**src/rtl/dmd_video_gen.sv**
```systemverilog
// Raster timing generator that scales a 128x32 DMD frame buffer into a screen window.
// Frame-buffer bank is latched once per frame at the start of vertical blank.
module dmd_video_gen #(
  parameter int H_ACTIVE = 800,
  parameter int H_FP     = 40,
  parameter int H_SYNC   = 48,
  parameter int H_BP     = 40,
  parameter int V_ACTIVE = 480,
  parameter int V_FP     = 13,
  parameter int V_SYNC   = 3,
  parameter int V_BP     = 29,
  parameter int SCALE    = 6,
  parameter int X_OFF    = 16,
  parameter int Y_OFF    = 144,
  parameter int DOT_GAP  = 1
) (
  input  logic        pixclk,
  input  logic        rst_n,
  input  logic        buf_sel,
  output logic [12:0] rd_addr,
  input  logic [3:0]  rd_data,
  output logic        frame_start,
  output logic        hSync,
  output logic        vSync,
  output logic        DrawArea,
  output logic [7:0]  red,
  output logic [7:0]  green,
  output logic [7:0]  blue
);

  localparam int HT = H_ACTIVE + H_FP + H_SYNC + H_BP;
  localparam int VT = V_ACTIVE + V_FP + V_SYNC + V_BP;
  localparam int XW = $clog2(HT);
  localparam int YW = $clog2(VT);
  localparam int SW = (SCALE > 1) ? $clog2(SCALE) : 1;

  localparam logic [31:0] X_MAX    = 32'(HT - 1);
  localparam logic [31:0] Y_MAX    = 32'(VT - 1);
  localparam logic [31:0] X_ACT    = 32'(H_ACTIVE);
  localparam logic [31:0] Y_ACT    = 32'(V_ACTIVE);
  localparam logic [31:0] HS_ON    = 32'(H_ACTIVE + H_FP);
  localparam logic [31:0] HS_OFF   = 32'(H_ACTIVE + H_FP + H_SYNC);
  localparam logic [31:0] VS_ON    = 32'(V_ACTIVE + V_FP);
  localparam logic [31:0] VS_OFF   = 32'(V_ACTIVE + V_FP + V_SYNC);
  localparam logic [31:0] WX_START = 32'(X_OFF);
  localparam logic [31:0] WX_END   = 32'(X_OFF + 128 * SCALE);
  localparam logic [31:0] WY_START = 32'(Y_OFF);
  localparam logic [31:0] WY_END   = 32'(Y_OFF + 32 * SCALE);
  localparam logic [SW-1:0] SUB_MAX = SW'(SCALE - 1);

  logic [XW-1:0] cnt_x;
  logic [YW-1:0] cnt_y;
  logic [31:0]   x_w;
  logic [31:0]   y_w;
  logic          x_last;
  logic          y_last;
  logic          win_x;
  logic          win_y;
  logic          win;
  logic          cap;
  logic [SW-1:0] sub_x;
  logic [SW-1:0] sub_y;
  logic [6:0]    col;
  logic [4:0]    row;
  logic          bank_lat;
  logic [12:0]   addr_hold;
  logic          hs1;
  logic          vs1;
  logic          de1;
  logic          win1;
  logic          gap1;
  logic          pix_on;

  assign x_w    = 32'(cnt_x);
  assign y_w    = 32'(cnt_y);
  assign x_last = (x_w == X_MAX);
  assign y_last = (y_w == Y_MAX);
  assign win_x  = (x_w >= WX_START) && (x_w < WX_END);
  assign win_y  = (y_w >= WY_START) && (y_w < WY_END);
  assign win    = win_x && win_y;
  assign cap    = (x_w == 32'd0) && (y_w == Y_ACT);

  assign frame_start = cap;
  // Address is presented in the same cycle as the counters; hold keeps it stable outside the window.
  assign rd_addr = win ? {bank_lat, row, col} : addr_hold;

  always_ff @(posedge pixclk or negedge rst_n) begin
    if (!rst_n) begin
      cnt_x <= '0;
      cnt_y <= '0;
    end else if (x_last) begin
      cnt_x <= '0;
      cnt_y <= y_last ? '0 : cnt_y + 1'b1;
    end else begin
      cnt_x <= cnt_x + 1'b1;
    end
  end

  // Dot counters are held clear outside the window so each line/frame enters it at dot 0.
  always_ff @(posedge pixclk or negedge rst_n) begin
    if (!rst_n) begin
      sub_x <= '0;
      col   <= '0;
    end else if (!win_x) begin
      sub_x <= '0;
      col   <= '0;
    end else if (sub_x == SUB_MAX) begin
      sub_x <= '0;
      col   <= col + 1'b1;
    end else begin
      sub_x <= sub_x + 1'b1;
    end
  end

  always_ff @(posedge pixclk or negedge rst_n) begin
    if (!rst_n) begin
      sub_y <= '0;
      row   <= '0;
    end else if (x_last) begin
      if (!win_y) begin
        sub_y <= '0;
        row   <= '0;
      end else if (sub_y == SUB_MAX) begin
        sub_y <= '0;
        row   <= row + 1'b1;
      end else begin
        sub_y <= sub_y + 1'b1;
      end
    end
  end

  always_ff @(posedge pixclk or negedge rst_n) begin
    if (!rst_n) begin
      bank_lat  <= 1'b0;
      addr_hold <= '0;
    end else begin
      if (cap) bank_lat <= buf_sel;
      addr_hold <= rd_addr;
    end
  end

  // Stage 1 waits alongside the memory read; stage 2 combines it with rd_data.
  always_ff @(posedge pixclk or negedge rst_n) begin
    if (!rst_n) begin
      hs1  <= 1'b0;
      vs1  <= 1'b0;
      de1  <= 1'b0;
      win1 <= 1'b0;
      gap1 <= 1'b0;
    end else begin
      hs1  <= (x_w >= HS_ON) && (x_w < HS_OFF);
      vs1  <= (y_w >= VS_ON) && (y_w < VS_OFF);
      de1  <= (x_w < X_ACT) && (y_w < Y_ACT);
      win1 <= win;
      gap1 <= (DOT_GAP != 0) && ((sub_x == SUB_MAX) || (sub_y == SUB_MAX));
    end
  end

  assign pix_on = win1 && de1 && !gap1;

  always_ff @(posedge pixclk or negedge rst_n) begin
    if (!rst_n) begin
      hSync    <= 1'b0;
      vSync    <= 1'b0;
      DrawArea <= 1'b0;
      red      <= '0;
      green    <= '0;
      blue     <= '0;
    end else begin
      hSync    <= hs1;
      vSync    <= vs1;
      DrawArea <= de1;
      red      <= pix_on ? {rd_data, rd_data} : 8'h00;
      green    <= pix_on ? {1'b0, rd_data, rd_data[3:1]} : 8'h00;
      blue     <= 8'h00;
    end
  end

endmodule

```
**config.mk**
```make
export PLATFORM = sky130hd
export DESIGN_NAME = dmd_video_gen
export DESIGN_NICKNAME = d
export VERILOG_FILES = /design/src/rtl/dmd_video_gen.sv
export SDC_FILE = /design/constraint.sdc
export NUM_CORES = 1
export LEC_CHECK = 0
export BUFFER_PORTS_ARGS = -buffer_cell sky130_fd_sc_hd__buf_2
export CAP_MARGIN = 20
export CORE_MARGIN = 2
export CORE_UTILIZATION = 51
export DETAILED_ROUTE_END_ITERATION = 7
export HOLD_SLACK_MARGIN = 0.1
export PLACE_DENSITY = 0.76
export SKIP_CTS_REPAIR_TIMING = 1
export SYNTH_ARGS = -nofsm -noshare
export SYNTH_HDL_FRONTEND = slang
export SYNTH_SLANG_ARGS = --single-unit
```
**constraint.sdc**
```tcl
create_clock -name pixclk -period 1.9 [get_ports pixclk]
set_input_delay 0.285 -clock pixclk [delete_from_list [all_inputs] [get_ports pixclk]]
set_output_delay 0.285 -clock pixclk [all_outputs]
set_load 0.03 [all_outputs]
```
==> qor.yml, run 1 <==
outcome:
  status: "finished, violations left"
  violations: "negative setup slack"
worst_hold_path:
  hp-class: "in -> reg"
  hp-start: "rd_data[3]"
  whs_endpoint: "green[2]"
  holdPathStages: 2
floorplanning:
  start_util_pct: 52.9
  io_pins: 48
  die_w_um: 82.6
  core_mm2: 0.00596
  num_rows: 28
  die_area_mm2: 0.00682
  fp.dieH_um: 82.6
synth:
  postSynthAreaPerCell_um2: 11.1
  yosysSeqAreaShare_pct: 50.9
  synth_cell_types: 51
  synthesis.area_mm2: 0.00315
  ys_ff_latch: 64
  async_reset_ff_share_pct: 100
  synth_cells: 283
  synth_edf_count: 0
  synth_ff_type: "dfrtp_1"
  yosys_warnings: 0
layout:
  n_fill_cell: 450
  n_antenna_cell: 0
  drive_gt1_share_pct: 34.0
  fin_util_pct: 67.2
  finalNetCount: 360
  area_growth_pct: 27.1
routing:
  first_iter_violations: 94
  viasPerCell: 5.34
  routed_wl_um: 6210
  num_vias: 2270
  drc: 0
  dr.pass1.iters: 4
  post_drt_wl_per_cell_um: 14.6
  antenna_left: 0
power_and_ir_drop:
  power_density_mw_per_mm2: 721
  ir_drop_v: 0.000513
  leakagePower_nw: 1.99
timing:
  fin_skew_ps: 10.2
  layout_setup_ws_ps: -558
  min_period_ps: 2460
  setup_violations: 14
  slew_viol_final: 0
  period_share_pct: 129
  rsz0062_at_grt: "true"
  max_freq_mhz: 407
  hold_violations: 0
  tns_ps: -7010
clocking:
  path_clk_slew_ps: 80
  root_buffer: "clkbuf_8"
  clock_sinks: 64
  htreeDepth: 3
  cts_tree: "yes"
  cts.path.max_buffers: 2
  insertion_delay_ps: 350
  cts_buffers: 9
critical_path:
  crit_family: "multiplexers"
  critPathMaxFanout: 5
  critPathCaptureType: "primary output"
  max_stage_delay_ps: 410
  cp.required_ps: 1620
  r2r_end: "addr_hold[8]"
  cp_slowest_cell: "dfrtp_1"
  path_cells: "nor4_4 > mux2i_1 > nand2b_4 > clkbuf_16 > mux2_4 > buf_6"
  crit_type: "reg -> out"
  reg2reg_depth: 6
  critical_path_arrival_ps: 2170
  r2r-start: "cnt_x[7]"
  regToRegSetupSlack_ps: 20
  cp_num_buf_inv: 2
  crit_path_start_kind: "flop"
grt:
  grt_pass1_vias: 2038
  grt_max_degree: 65
  track_usage_pct: 19.8
  gr-total-overflow: 0
  antenna_found_initial: 0
  grt_pass1_wl_um: 9740
placed_design:
  hpwl_um: 4060
  io_buffers: 38
  place_congestion: 0.767
job:
  cap_violations: 0
==> Yosys cell counts, types with 2 or more instances <==
library cell | n | area share, %
xor2_1 | 7 | 1.9
buf_2 | 4 | 0.64
o21ai_0 | 11 | 1.7
and2_1 | 7 | 1.4
nand3b_1 | 4 | 0.95
dfrtp_1 | 64 | 51
and3_1 | 2 | 0.40
nor4_2 | 2 | 0.79
nor4b_1 | 3 | 0.83
nor2_1 | 29 | 3.5
nand4_1 | 4 | 0.79
inv_1 | 9 | 1.1
nand4b_1 | 2 | 0.56
mux2_4 | 9 | 4.3
a21oi_1 | 6 | 0.95
and4_1 | 3 | 0.83
a21o_1 | 2 | 0.48
nand2_1 | 19 | 2.3
xnor2_1 | 7 | 1.9
or3_1 | 3 | 0.60
nor3_1 | 7 | 1.1
nor3b_1 | 3 | 0.72
buf_4 | 20 | 4.8
mux2i_1 | 3 | 0.95
clkbuf_1 | 2 | 0.24
a22o_1 | 4 | 1.1
o2bb2ai_1 | 2 | 0.56
ha_1 | 8 | 3.2
nand3_1 | 10 | 1.6
mux2_2 | 6 | 2.1
==> cell type report <==
| class | count | area (um2) | share of cell area (%) |
|---|---|---|---|
| tap | 75 | 93.8 | 2.35 |
| clock buffer | 10 | 138 | 3.44 |
| inverter | 9 | 33.8 | 0.845 |
| multi-input combinational | 190 | 1430 | 35.8 |
| sequential | 64 | 1600 | 40.0 |
| clock inverter | 6 | 115 | 2.88 |
| timing repair buffer | 71 | 587 | 14.7 |
==> per-layer routing <==
| layer | vias up | GRT usage (%) | share of wire (%) |
|---|---|---|---|
| met5 | - | 0 | 0 |
| met4 | 0 | 8.03 | 1.1 |
| met3 | 8 | 6.85 | 4.8 |
| met2 | 58 | 30.7 | 48 |
| met1 | 1116 | 25.3 | 46 |
| li1 | 1088 | - | - |
==> stage by stage <==
stage	total power, W	instance area, um2	hold WS (ps)	instances	setup slack, ps
6_report	0.00288	4000	130	425	-558
5_1_grt	0.00299	4000	109	425	-674
4_1_cts	0.00291	3740	-63.1	416	-591
3_5_place_dp	0.00145	3490	325	400	-193
3_3_place_gp	0.00145	3490	323	400	-140
2_1_floorplan	0.00143	3200	-10.6	291	-93.6
==> where the power goes <==
group	total [W]	switching, W	internal, W
Combinational	0.0000603	0.0000503	0.00000999
Clock	0.00146	0.000550	0.000913
Sequential	0.00136	0	0.00136
==> cells by family (layout without fill, tap and decap cells) <==
family                   Yosys count  count (layout)  share of synthesized area, %
adder cells (fa/ha/maj)            8               8                          3.18
buffers and inverters             37              96                          7.55
XOR/XNOR                          14              14                          3.90
other                              1               9                         0.119
flip-flops                        64              64                          50.9
multiplexers                      18              18                          7.39
AND/OR/NAND/NOR                  107             107                          19.8
AO/OA/AOI/OAI                     34              34                          7.19
==> worst max-delay path by stage <==
| stage | slack, ps | start | depth (start not counted) | to |
|---|---|---|---|---|
| 4_1_cts | -590 | cnt_x[4] | 6 | rd_addr[4] |
| 3_3_place_gp | -140 | cnt_y[6] | 6 | rd_addr[6] |
| 6_report | -560 | cnt_x[7] | 6 | rd_addr[6] |
| 3_5_place_dp | -190 | cnt_x[4] | 6 | rd_addr[10] |
| 5_1_grt | -670 | cnt_x[7] | 6 | rd_addr[6] |
| 2_1_floorplan | -90 | cnt_y[6] | 5 | rd_addr[10] |
==> placed cells by master (no fill, tap or decap), drive strengths merged, types with 2 or more instances in the layout <==
cell type,instances
a21o,2
a21oi,6
a22o,4
and2,7
and3,2
and4,3
buf,69
bufinv,3
clkbuf,11
conb,9
dfrtp,64
ha,8
inv,10
mux2,15
mux2i,3
nand2,19
nand3,11
nand3b,4
nand4,4
nand4b,2
nor2,29
nor3,8
nor3b,3
nor4,3
nor4b,3
o21ai,11
o2bb2ai,2
or3,4
xnor2,7
xor2,7
==> state kept, by name, indices dropped and copies added, names as in the netlist <==
register   cells
vs1            1
green          4
cnt_x         10
col            7
sub_x          3
hs1            1
addr_hold     13
cnt_y         10
row            5
hSync          1
DrawArea       1
de1            1
bank_lat       1
win1           1
gap1           1
vSync          1
sub_y          3
(Power assumes the default switching activity.)
==> inputs of run 2 (changes only) <==
--- a/config.mk
+++ b/config.mk
@@ -8,10 +8,10 @@
 export BUFFER_PORTS_ARGS = -buffer_cell sky130_fd_sc_hd__buf_2
 export CAP_MARGIN = 20
 export CORE_MARGIN = 2
-export CORE_UTILIZATION = 51
+export CORE_UTILIZATION = 56
 export DETAILED_ROUTE_END_ITERATION = 7
 export HOLD_SLACK_MARGIN = 0.1
-export PLACE_DENSITY = 0.76
+export PLACE_DENSITY = 0.79
 export SKIP_CTS_REPAIR_TIMING = 1
 export SYNTH_ARGS = -nofsm -noshare
 export SYNTH_HDL_FRONTEND = slang
==> constraint.sdc (replaced) <==
create_clock -name pixclk -period 2.3 [get_ports pixclk]
set_input_delay 0.345 -clock pixclk [delete_from_list [all_inputs] [get_ports pixclk]]
set_output_delay 0.345 -clock pixclk [all_outputs]
set_load 0.03 [all_outputs]
==> qor.yml, run 2 (synthesized netlist as in run 1, its figures left out) <==
outcome:
  status: "finished, violations left"
  violations: "negative setup slack"
grt:
  grt_max_degree: 40  # -38%
  gr-total-overflow: 0  # unchanged
  track_usage_pct: 20.5  # +0.78 points
  grt_util_met2_pct: 32.5  # +1.7 points
  met1_usage_pct: 26.6  # +1.3 points
  grt_pass1_vias: 2079  # +2.0%
  busiest_layer: "met2"
  grt_pass1_wl_um: 9690  # -0.49%
  met3_usage_pct: 5.57  # -1.3 points
  antenna_found_initial: 0  # unchanged
timing:
  hold_violations: 0  # unchanged
  rsz0062_at_grt: "true"
  relSlewSlack_pct: 57.9
  layout_setup_ws_ps: -226  # +332 ps
  setup_violations: 13  # -1
  tightest_slew_ps: 625
  fin_skew_ps: 7.69  # -2.54 ps
  min_period_ps: 2530
  period_share_pct: 110
  max_freq_mhz: 396
  holdWs_ps: 208  # +77.4 ps
  slew_viol_final: 0  # unchanged
critical_path:
  path_cells: "nor4_4 > mux2i_1 > nand2b_4 > clkbuf_16 > mux2_4 > buf_6"
  crit_type: "reg -> out"
  critical_path_arrival_ps: 2180  # about the same
  max_stage_delay_ps: 410  # about the same
  cp.required_ps: 1960  # +340 ps
  cp_slowest_cell: "dfrtp_1"
  crit_family: "multiplexers"
  critPathCaptureType: "primary output"
  crit_path_start_kind: "flop"
  cp_num_buf_inv: 2  # unchanged
  critPathMaxFanout: 5  # unchanged
floorplanning:
  num_rows: 27  # -3.6%
  fp.dieH_um: 79.0  # -4.3%
  die_w_um: 79.0  # -4.3%
  core_mm2: 0.00547  # -8.1%
  start_util_pct: 57.5  # +4.7 points
  die_area_mm2: 0.00624  # -8.5%
  io_pins: 48  # unchanged
routing:
  post_drt_wl_per_cell_um: 14.7  # +0.59%
  dr.pass1.iters: 4  # unchanged
  num_vias: 2215  # -2.4%
  viasPerCell: 5.39  # +0.90%
  first_iter_violations: 119  # +27%
  routed_wl_um: 6040  # -2.7%
  antenna_left: 0  # unchanged
  drc: 0  # unchanged
placed_design:
  place_congestion: 0.762  # -0.55%
  postPlaceCellArea_mm2: 0.00339  # -2.9%
  io_buffers: 38  # unchanged
  dp_cells: 389  # -2.8%
  hpwl_um: 4060  # about the same
layout:
  final_area_mm2: 0.00380  # -5.0%
  final_cells: 411  # -3.3%
  top_regs: "addr_hold x13, cnt_x x10, cnt_y x10"
  largest_register_ffs: 13  # unchanged
  mostFrequentLayoutCells: "dfrtp_1, nor2_1, buf_2"
  area_growth_pct: 20.7
  n_antenna_cell: 0  # unchanged
  drive_gt1_share_pct: 29.5  # -4.5 points
  final_common_cell: "dfrtp_1"
  finalNetCount: 349  # -3.1%
  fin_util_pct: 69.4  # +2.2 points
  top_register: "addr_hold"
clocking:
  path_clk_slew_ps: 60  # -20 ps
  cts_tree: "yes"
  clock_sinks: 64  # unchanged
  cts.path.max_buffers: 2  # unchanged
  cts_buffers: 9  # unchanged
  insertion_delay_ps: 340  # about the same
  htreeDepth: 3  # unchanged
  root_buffer: "clkbuf_8"
job:
  cap_violations: 0  # unchanged
power_and_ir_drop:
  report.power.total_w: 0.00214  # -26%
  power_density_mw_per_mm2: 562  # -22%
  leakagePower_nw: 1.90  # -4.8%
  ir_drop_v: 0.000449  # -13%
worst_hold_path:
  hp-class: "in -> reg"
run 2: worst paths after layout:
check                         endpoint  slack [ps]  depth (start not counted)  startpoint
max                        rd_addr[11]        -230                          6    cnt_x[4]
min                           green[2]         210                          2  rd_data[3]
max reg2reg                     row[4]         330                          5    cnt_x[0]
min reg2reg                      hSync         360                          0         hs1
max in group asynchronous     cnt_x[5]        1160                          3       rst_n
min in group asynchronous        vSync         540                          2       rst_n
run 2: area by class of cell:
type	count	area [um2]
Fill cell	400	1670
Clock buffer	13	159
Sequential cell	64	1600
Inverter	9	33.8
Clock inverter	3	40.0
Timing Repair Buffer	60	497
Tap cell	72	90.1
Multi-Input combinational cell	190	1380
run 2: per-stage QoR:
stage / setup slack [ps] / TNS, ps
after floorplan: 192 / 0
after global placement: 117 / 0
after detailed placement: 51.4 / 0
after CTS: -330 / -3750
after global routing: -276 / -3330
final: -226 / -2690
run 2: worst reg2reg max path: stages (launching register included):
cell	delay, ps
dfrtp_1	390
ha_1	220
nand3_2	230
or3_4	540
nor2_1	300
a221o_1	230
run 2: routing by layer:
metal | share of wire [%] | vias up
li1 | - | 1060
met1 | 44 | 1079
met2 | 50 | 65
met3 | 4.3 | 11
met4 | 2.0 | 0
met5 | 0 | -
run 2: power by group:
group          internal (W)  switching, W  leakage [nW]
clock              0.000557      0.000405         0.103
sequential          0.00113             0         0.850
combinational    0.00000807     0.0000415         0.945
total               0.00169      0.000446          1.90
==> inputs of run 3 (changes only) <==
--- a/config.mk
+++ b/config.mk
@@ -5,13 +5,14 @@
 export SDC_FILE = /design/constraint.sdc
 export NUM_CORES = 1
 export LEC_CHECK = 0
+export ABC_AREA = 1
 export BUFFER_PORTS_ARGS = -buffer_cell sky130_fd_sc_hd__buf_2
 export CAP_MARGIN = 20
 export CORE_MARGIN = 2
-export CORE_UTILIZATION = 56
+export CORE_UTILIZATION = 57
 export DETAILED_ROUTE_END_ITERATION = 7
 export HOLD_SLACK_MARGIN = 0.1
-export PLACE_DENSITY = 0.79
+export PLACE_DENSITY = 0.8
 export SKIP_CTS_REPAIR_TIMING = 1
 export SYNTH_ARGS = -nofsm -noshare
 export SYNTH_HDL_FRONTEND = slang
==> qor.yml, run 3 <==
outcome:
  status: "complete, no violations"
synth:
  synthDominantCellAreaShare_pct: 49.3  # -1.6 points
  synthTopCellsByArea: "dfrtp_1, nand2_1, inv_1"
  ys_ff_latch: 64  # unchanged
  synth_ff_type: "dfrtp_1"
  yosys_warnings: 0  # unchanged
  synth_cells: 382  # +35%
  synth.most_common_cell: "nand2_1"
  synthesis.area_mm2: 0.00325  # +3.2%
  yosysTopAreaCell: "dfrtp_1"
  synth_cell_types: 30  # -41%
  yosysSeqAreaShare_pct: 49.3  # -1.6 points
  synth_commonest_cells: "nand2_1, dfrtp_1, inv_1"
  synth_edf_count: 0  # unchanged
  async_reset_ff_share_pct: 100  # unchanged
  postSynthAreaPerCell_um2: 8.50  # -24%
floorplanning:
  num_rows: 27  # unchanged
  die_area_mm2: 0.00632  # +1.3%
  fp.dieH_um: 79.5  # +0.65%
  io_pins: 48  # unchanged
  core_mm2: 0.00551  # +0.62%
  start_util_pct: 59.0  # +1.5 points
  die_w_um: 79.5  # +0.65%
timing:
  min_period_ps: 2200  # -325 ps
  slew_viol_final: 0  # unchanged
  period_share_pct: 95.7  # -14 points
  fin_skew_ps: 9.52  # +1.83 ps
  hold_violations: 0  # unchanged
  setup_violations: 0  # -13
  max_freq_mhz: 454  # +15%
  layout_setup_ws_ps: 98.6  # +325 ps
  holdWs_ps: 210  # +1.81 ps
routing:
  drc: 0  # unchanged
  first_iter_violations: 217  # +82%
  viasPerCell: 5.19  # -3.7%
  routed_wl_um: 6460  # +6.9%
  dr.pass1.iters: 4  # unchanged
  antenna_left: 0  # unchanged
  post_drt_wl_per_cell_um: 12.8  # -13%
  num_vias: 2620  # +18%
layout:
  final_common_cell: "nand2_1"
  finalNetCount: 443  # +27%
  top_regs: "addr_hold x13, cnt_x x10, cnt_y x10"
  top_register: "addr_hold"
  area_growth_pct: 16.0
  drive_gt1_share_pct: 23.6  # -5.9 points
  largest_register_ffs: 13  # unchanged
  n_antenna_cell: 0  # unchanged
  fin_util_pct: 68.4  # -0.99 points
  mostFrequentLayoutCells: "nand2_1, dfrtp_1, inv_1"
  n_fill_cell: 414  # +3.5%
grt:
  grt_pass1_wl_um: 10200  # +5.3%
  gr-total-overflow: 0  # unchanged
  grt_max_degree: 65  # +63%
  antenna_found_initial: 0  # unchanged
  grt_pass1_vias: 2304  # +11%
  track_usage_pct: 20.9  # +0.32 points
clocking:
  insertion_delay_ps: 340  # about the same
  clock_sinks: 64  # unchanged
  cts.path.max_buffers: 2  # unchanged
  root_buffer: "clkbuf_8"
  path_clk_slew_ps: 70  # about the same
  htreeDepth: 3  # unchanged
  cts_buffers: 9  # unchanged
  cts_tree: "yes"
placed_design:
  io_buffers: 38  # unchanged
  place_congestion: 0.842  # +10%
  place_ws_ps: 209  # +158 ps
  hpwl_um: 4180  # +3.1%
critical_path:
  crit_path_start_kind: "flop"
  critPathMaxFanout: 11  # +6
  critical_path_arrival_ps: 1860  # -320 ps
  critPathCaptureType: "primary output"
  crit_type: "reg -> out"
  cp.required_ps: 1960  # about the same
  regToRegSetupSlack_ps: 610  # +280 ps
power_and_ir_drop:
  report.power.total_w: 0.00211  # -1.4%
  power_density_mw_per_mm2: 559  # -0.54%
  ir_drop_v: 0.000322  # -28%
  leakagePower_nw: 2.03  # +7.0%
job:
  cap_violations: 0  # unchanged
worst_hold_path:
  hp-class: "in -> reg"
==> run 3: cell types whose count changed in the layout (fill, tap and decap cells not counted), sizes merged, moves of 11 or more <==
cell	change
nand2	+77
inv	+37
nor2	+18
mux2	-15
nand4	+15
nand3	+11
==> run 3: worst paths after layout <==
path,end,cells past startpoint,startpoint
max,rd_addr[7],6,cnt_y[7]
min,green[2],3,rd_data[3]
max reg2reg,row[3],9,cnt_x[0]
min reg2reg,hSync,0,hs1
max in group asynchronous,cnt_x[6],3,rst_n
min in group asynchronous,cnt_x[5],3,rst_n
==> run 3: metrics by stage <==
| stage | cell area [um2] | setup TNS [ps] | cells |
|---|---|---|---|
| after global placement | 3370 | 0 | 473 |
| after CTS | 3560 | -1320 | 489 |
| after global routing | 3770 | -140 | 505 |
| after detailed placement | 3370 | 0 | 473 |
| final | 3770 | 0 | 505 |
| after floorplan | 3280 | 0 | 390 |
==> run 3: per-layer routing <==
| metal | part of all wire [%] | up-vias | track usage (%) | routed length, um |
|---|---|---|---|---|
| li1 | - | 1279 | - | - |
| met1 | 45 | 1241 | 26.1 | 2880 |
| met2 | 49 | 89 | 33.9 | 3150 |
| met3 | 4.9 | 11 | 4.86 | 319 |
| met4 | 1.7 | 0 | 10.2 | 112 |
| met5 | 0 | - | 0 | 0 |
==> run 3: cell families after synthesis <==
logic type | count (synthesis) | share of synthesized area [%]
adders and majority gates | 8 | 3.08
other | 1 | 0.115
DFF | 64 | 49.3
buffers and inverters | 76 | 12.4
and+or+nand+nor | 192 | 26.5
xor gates and xnor gates | 11 | 2.97
AOI/OAI and AO/OA | 30 | 5.59
==> run 3: final cells by class <==
class / count / area, um2 / area share [%]
timing repair buffer: 55 / 364 / 9.66
tap: 72 / 90.1 / 2.39
clock buffer: 10 / 128 / 3.39
multi-input combinational: 251 / 1330 / 35.3
inverter: 47 / 185 / 4.92
sequential: 64 / 1610 / 42.7
clock inverter: 6 / 60.1 / 1.59
==> run 3: worst max-delay path, cell delays in order, from the launching register on <==
cell	delay, ps
dfrtp_1	470
nor3_1	220
nand2_1	120
nand2_4	170
nand2_4	140
o21ai_2	170
buf_2	220
==> run 3: report_power, final <==
| group | internal [W] | switching [W] |
|---|---|---|
| logic | 0.00000874 | 0.0000425 |
| clock network | 0.000495 | 0.000437 |
| registers | 0.00112 | 0 |
